[src/rtl/viterbi_decoder.sv]
// Hard-decision Viterbi decoder for the K=3, rate-1/2, generators 7/5 code.
// Register-exchange survivors of TB_DEPTH bits, single-cycle ACS per symbol,
// FILL/RUN/DRAIN control with a flush request that drains buffered bits.
// Optional macro VITERBI_ZERO_TAIL_EN: drain from the state-00 survivor
// (zero-tail terminated streams) instead of the best-metric state.
module viterbi_decoder #(
  parameter int TB_DEPTH = 16,
  parameter int PM_W     = 5
) (
  input  logic       CLK,
  input  logic       RST,
  input  logic       in_valid,
  input  logic [1:0] parities,
  output logic       in_ready,
  input  logic       flush,
  output logic       out_valid,
  output logic       out_bit,
  output logic       busy
);

  localparam int CNT_W = $clog2(TB_DEPTH + 1);
  localparam int SUM_W = PM_W + 1;
  localparam logic [PM_W-1:0] PM_INIT = PM_W'(4);

  typedef enum logic [1:0] {FILL, RUN, DRAIN} state_t;

  state_t state, state_nxt;

  logic [PM_W-1:0]     pm       [4];
  logic [TB_DEPTH-1:0] path     [4];
  logic [SUM_W-1:0]    m_lo     [4];
  logic [SUM_W-1:0]    m_hi     [4];
  logic [SUM_W-1:0]    sum      [4];
  logic                sel_hi   [4];
  logic [PM_W-1:0]     pm_new   [4];
  logic [TB_DEPTH-1:0] path_pre [4];
  logic [TB_DEPTH-1:0] path_new [4];
  logic [SUM_W-1:0]    sum_min;
  logic [1:0]          best_new;
  logic [TB_DEPTH-1:0] src_new, src_cur, drain_path;
  logic [CNT_W-1:0]    cnt;
  logic                drain_bit;
  logic                accept;

  // Hamming distance between received and expected code symbols (0..2).
  function automatic logic [SUM_W-1:0] branch_metric(input logic [1:0] rx,
                                                     input logic [1:0] expd);
    logic [1:0] d;
    d = rx ^ expd;
    return SUM_W'(d[1]) + SUM_W'(d[0]);
  endfunction

  // Clamp a normalised metric to the register width.
  function automatic logic [PM_W-1:0] sat_pm(input logic [SUM_W-1:0] v);
    if (v > SUM_W'({PM_W{1'b1}})) return {PM_W{1'b1}};
    return v[PM_W-1:0];
  endfunction

  assign in_ready = (state != DRAIN);
  assign busy     = (state == DRAIN);
  assign accept   = in_valid & in_ready;

  // Add-compare-select: new state {a,b} comes from {0,a} or {1,a}; ties keep {0,a}.
  always_comb begin
    for (int i = 0; i < 4; i++) begin
      m_lo[i]     = SUM_W'(pm[{1'b0, i[1]}]) + branch_metric(parities, {i[0] ^ i[1], i[0]});
      m_hi[i]     = SUM_W'(pm[{1'b1, i[1]}]) + branch_metric(parities, {~(i[0] ^ i[1]), ~i[0]});
      sel_hi[i]   = (m_hi[i] < m_lo[i]);
      sum[i]      = sel_hi[i] ? m_hi[i] : m_lo[i];
      path_pre[i] = sel_hi[i] ? path[{1'b1, i[1]}] : path[{1'b0, i[1]}];
      path_new[i] = {path_pre[i][TB_DEPTH-2:0], i[0]};
    end
  end

  // Normalise new metrics by their minimum; strict compare keeps the lowest index on ties.
  always_comb begin
    sum_min  = sum[0];
    best_new = 2'd0;
    for (int i = 1; i < 4; i++) begin
      if (sum[i] < sum_min) begin
        sum_min  = sum[i];
        best_new = 2'(i);
      end
    end
    for (int i = 0; i < 4; i++) pm_new[i] = sat_pm(sum[i] - sum_min);
  end

`ifdef VITERBI_ZERO_TAIL_EN
  assign src_new = path_new[0];
  assign src_cur = path[0];
`else
  logic [1:0] best_cur;

  // Best state among the stored metrics, used when flush arrives without a symbol.
  always_comb begin
    best_cur = 2'd0;
    for (int i = 1; i < 4; i++) begin
      if (pm[i] < pm[best_cur]) best_cur = 2'(i);
    end
  end

  assign src_new = path_new[best_new];
  assign src_cur = path[best_cur];
`endif

  // Oldest still-buffered bit of the latched drain path sits at position cnt-1.
  always_comb begin
    drain_bit = 1'b0;
    for (int i = 0; i < TB_DEPTH; i++) begin
      if (CNT_W'(i) == cnt - 1'b1) drain_bit = drain_path[i];
    end
  end

  // Control state register.
  always_ff @(posedge CLK) begin
    if (RST) state <= FILL;
    else     state <= state_nxt;
  end

  // Next-state logic: flush wins over FILL->RUN; DRAIN ends on its last bit (or at once if empty).
  always_comb begin
    state_nxt = state;
    case (state)
      FILL: begin
        if (flush)                                        state_nxt = DRAIN;
        else if (accept && cnt == CNT_W'(TB_DEPTH - 1))   state_nxt = RUN;
      end
      RUN:     if (flush) state_nxt = DRAIN;
      DRAIN:   if (cnt <= CNT_W'(1)) state_nxt = FILL;
      default: state_nxt = FILL;
    endcase
  end

  // Metrics, survivors, symbol count, drain latch and registered output.
  always_ff @(posedge CLK) begin
    if (RST) begin
      for (int i = 0; i < 4; i++) begin
        pm[i]   <= (i == 0) ? '0 : PM_INIT;
        path[i] <= '0;
      end
      cnt        <= '0;
      drain_path <= '0;
      out_valid  <= 1'b0;
      out_bit    <= 1'b0;
    end else begin
      out_valid <= 1'b0;
      if (accept) begin
        for (int i = 0; i < 4; i++) begin
          pm[i]   <= pm_new[i];
          path[i] <= path_new[i];
        end
        if (state == RUN) begin
          out_valid <= 1'b1;
          out_bit   <= path_pre[best_new][TB_DEPTH-1];
        end else begin
          cnt <= cnt + 1'b1;
        end
      end
      if (flush && state != DRAIN) drain_path <= accept ? src_new : src_cur;
      if (state == DRAIN) begin
        if (cnt != '0) begin
          out_valid <= 1'b1;
          out_bit   <= drain_bit;
          cnt       <= cnt - 1'b1;
        end
        if (cnt <= CNT_W'(1)) begin
          for (int i = 0; i < 4; i++) begin
            pm[i]   <= (i == 0) ? '0 : PM_INIT;
            path[i] <= '0;
          end
          cnt <= '0;
        end
      end
    end
  end

endmodule

[config.mk]
export PLATFORM = sky130hd
export DESIGN_NAME = viterbi_decoder
export DESIGN_NICKNAME = d
export VERILOG_FILES = /design/src/rtl/viterbi_decoder.sv
export SDC_FILE = /design/constraint.sdc
export NUM_CORES = 1
export LEC_CHECK = 0
export CELL_PAD_IN_SITES_DETAIL_PLACEMENT = 0
export CELL_PAD_IN_SITES_GLOBAL_PLACEMENT = 1
export CORE_MARGIN = 2
export CORE_UTILIZATION = 34
export CTS_CLUSTER_SIZE = 8
export DETAILED_ROUTE_END_ITERATION = 10
export MAX_ROUTING_LAYER = met4
export PLACE_DENSITY_LB_ADDON = 0.1
export SLEW_MARGIN = 20
export SYNTH_ARGS = -nofsm -noshare
export SYNTH_HDL_FRONTEND = slang
export SYNTH_SLANG_ARGS = --single-unit
[constraint.sdc]
create_clock -name CLK -period 15.2 [get_ports CLK]
set_clock_uncertainty 0.05 [all_clocks]
set_input_delay 2.28 -clock CLK [delete_from_list [all_inputs] [get_ports CLK]]
set_output_delay 2.28 -clock CLK [all_outputs]
set_load 0.01 [all_outputs]
# Word-level counts from Yosys, hierarchy flattened
# Memory sizes are Yosys's and may differ from the RTL's.
# Index checks and enable logic that the tools add are counted.
# classes
addsub	18
n_mul	0
div	0
magnitude_cmp	16
n_eq_ne	22
shifts	0
muxes	95
bitwise	21
n_reduce_logical	6
# ops
operator	n
$mux W16	17
$mux W5	21
$bmux W16 S2	2
$lt A6 B6 Y1	7
$mux W6	7
$eq A4 B5 Y1 const A	8
$mux W1	39
$add A5 B2 Y6	4
$add A5 B6 Y6	4
$gt A6 B5 Y1 const B	4
$sub A6 B6 Y6	4
$eq A3 B5 Y1 const A	4
$mux W2	8
$or A1 B1 Y1	16
$lt A5 B5 Y1	3
$eq A2 B5 Y1 const A	2
$add A1 B1 Y2	4
$pmux W2 S3	1
$add A5 B1 Y5 const B	1
$eq A1 B5 Y1 const A	1
$eq A5 B4 Y1 const B	1
$le A5 B1 Y1 const B	1
$logic_not A5 Y1	1
$reduce_bool A5 Y1	1
other kinds (14)	17
# word_totals
reg_bits	25
latch_bits	0
ramBits	84
rom_bits	0
input_bits	6
output_inout_bits	4
wordCells	185
mem_count	2
# mem_list
memory	depth	word_bits	read_ports	rd_ports_with_merged_regs	write_ports	line_no	text
path	4	16	5	0	4	30	logic [TB_DEPTH-1:0] path [4];
pm	4	5	6	0	4	29	logic [PM_W-1:0] pm [4];

# Longest topological paths before layout
# depth
ltp_word	20
mapped_depth	49
mapped_depth_nobuf	46

# Least setup slack after synthesis
# Ideal clock, no wire load.
# synth_path
path_type	input -> register
startpoint	input parities[0]
endpoint	memory pm[2][4], data pin
setup_time_ns	0.256
arrival_ns	11.576
required_ns	14.894
slack_ns	3.318
cell_stages	49
path_buffers	3
path_cell_list	inv_1 ha_1 ha_1 ha_1 a21o_1 xnor2_1 inv_1 ha_1 a21o_1 maj3_2 a21oi_4 buf_1 nor2_1 a21oi_1 inv_1 ha_1 o21ai_0 a31oi_1 (+13 left out) ha_1 nor2_1 a2111oi_0 o31ai_1 or3b_4 nand2_1 clkbuf_1 nor2_1 a21oi_1 ha_1 inv_1 ha_1 a311o_1 maj3_2 o21a_1 a311oi_2 o32ai_1 o211a_1
# synth_rtl
item	line_no	text
from (decl)	13	input logic [1:0] parities,
to (decl)	29	

==> results.md <==
* Area of the multi-input gates at 6560 µm²
* Wire per inst at 21.0 µm
* EDFF count, synth at 40
* Starting Density at 34.3%
* Layout Nets at 1180
* RSZ-0062 raised after global routing: false
* Mean post-synth cell area at 8.48 µm²
* Final TNS setup at 0 ns
* Setup crit start: parities[0]
* H-Tree Depth at 3
* Layout area overhead at 8.47%
* Postcts setup bufs at 0
* PostCTS Resize Cnt at 0
* Clk Latency, worst-skew pair at 0.36 ns
* Post-synthesis cell area at 9470 µm²
* Max Root-Sink Buffers at 2
* Reg area at 2500 µm²
* FF-to-FF Start: pm[2][1]
* Hold WC Path Type: register to register
* Vias in the first global route at 7860
* Most frequent cell on the critical path: ha_1
* PortBufs at 9
* Routed WL at 31100 µm
* Synth area leader: dfxtp_1
* Critical Path Sink Type: register
* Root Buffer: clkbuf_16
* Slew @ Worst Pin at 1.07 ns
* CP max stage cell: clkdlybuf4s50_1
* Die width at 171 µm
* Seq/Total Area, Yosys at 26.4%
* Hold Buf Count CTS at 0
* CTS buffer count at 9
* Initial antenna violation count at 0
* Initial detailed-routing violation count at 594
* Die Y at 171 µm
* Synth unique cells at 92
* Register bit total from synthesis at 105
* Cell with the most instances after synthesis: nor2_1
* FILL cells at 2900
* Layout cells sized above 1 at 8.63%
* Gr usage total at 22.4%
* Gr ovfl total at 0
* WP data arrival at 13.12 ns
* Fraction of registers with async set/reset at 0%
* CTS tree: done
* WP data required at 15.28 ns
* Total iterations of the first detailed-routing run at 5
* GP Congestion at 0.831
* Number of synthesis warnings at 0
* Io pins at 10
* Core area at 27600 µm²
* Rel. slew slack at 27.9%
* Tmin final at 13.05 ns
* Post-synthesis cell count at 1116
* Antenna diodes at 0
* Slew Limit Fails at 0
* Syn Nets at 1200
* DP HPWL at 22200 µm
* Synth top area share at 13.7%
* Final Hold Viols at 0
* ANT nets after route at 0
* Cell Rows at 61
* Via count of the routed design at 8247
* Period utilisation layout at 85.8%
* CP Buf/Inv Count at 5
* Synth area leaders: dfxtp_1 (14%), edfxtp_1 (13%), mux2i_1 (11%), ha_1 (9.8%), nor2_1 (4.8%)
* # setup viols final at 0
* CP max FO at 26
* Top delay family on crit path: compound AO/OA/AOI/OAI gates
* Drt drc at 0
* Top_reg_cell synth: dfxtp_1
* Startpoint Class: primary input
* F_max at 76.7 MHz
* First-pass GRT wire length at 48100 µm
* Drt via density at 5.58
* Top cells by count, synth: nor2_1 (122), mux2i_1 (105), nand2_1 (90)
* Largest net degree at the start of global routing at 67
* Worst-path clk slew at 0.08 ns
* Crit path largest cell delay at 0.53 ns
* Crit Path Category: primary input to register
* DIE AREA at 29200 µm²
* Clock Sinks at 105
* Worst hold path startpoint: path[3][15]
* Status: complete, no violations
* Max_cap viols at 0
[path summary, 6_finish.rpt]
| kind | endpoint | depth (start not counted) | slack (ns) |
|---|---|---|---|
| min reg2reg | path[3][15] | 2 | 0.44 |
| max reg2reg | pm[2][4] | 40 | 4.46 |
| min | path[3][15] | 2 | 0.44 |
| max | pm[2][4] | 43 | 2.15 |
[cell families after synthesis]
logic type	Yosys count	synth area share [%]
buffers and inverters	114	4.81
XOR/XNOR	62	5.82
AO/OA/AOI/OAI	318	22.8
adder cells (fa/ha/maj)	86	11.5
AND/OR/NAND/NOR	299	14.2
multiplexers	132	14.4
flip-flops	105	26.4
[area by class of cell]
type	count	share of cell area [%]
Clock inverter	5	0.597
Inverter	57	2.08
Timing Repair Buffer	26	2.12
Tap cell	378	4.61
Sequential cell	105	24.4
Multi-Input combinational cell	897	63.9
Clock buffer	11	2.36
[worst register-to-register path: cells and delay by family, from the launching register on]
kind            cells  cell delay, ns
compound gates     19            4.56
fa+ha+maj           8            2.37
simple gates        6            1.28
buf+inv             3            0.73
flops               1            0.63
xor+xnor            3            0.57
mux                 1            0.30
[through the flow]
| step | hold WS, ns | worst slack, ns | utilization, % | area [µm²] | instances |
|---|---|---|---|---|---|
| 4_1_cts | 0.442 | 2.22 | 37.1 | 10300 | 1479 |
| 2_1_floorplan | 0.387 | 3.32 | - | 9470 | 1116 |
| 5_1_grt | 0.473 | 1.25 | 37.2 | 10300 | 1479 |
| 3_5_place_dp | 0.431 | 1.91 | 36.0 | 9960 | 1463 |
| 6_report | 0.436 | 2.15 | 37.2 | 10300 | 1479 |
| 3_3_place_gp | 0.432 | 2.02 | 36.0 | 9960 | 1463 |
[flip-flops by register name, summed over array words and instances (netlist names)]
name and count:
pm 20, drain_path 16, cnt 5, path 60, out_valid 1, state 2
out_bit 1
[placed cells by master (no fill, tap or decap), types with 17 or more instances in the layout]
cell type    n
mux2_2      26
xor2_1      19
a22oi_1     18
mux2i_1    105
a21oi_1     71
buf_4       17
ha_1        74
nand2_1     89
dfxtp_1     65
xnor2_1     42
inv_1       55
edfxtp_1    40
nor2_1     120
o21ai_0     81
a21o_1      20
[routing by layer]
metal	track usage, %	wire length, µm	vias to the layer above
met5	-	0	-
li1	-	-	4037
met1	32.1	15900	4030
met3	2.17	1070	17
met2	34.4	13800	163
met4	3.91	350	0
Power is left out: the tool's default activity adds up to more than one toggle a clock period on the data nets, which glitch-free logic cannot reach.
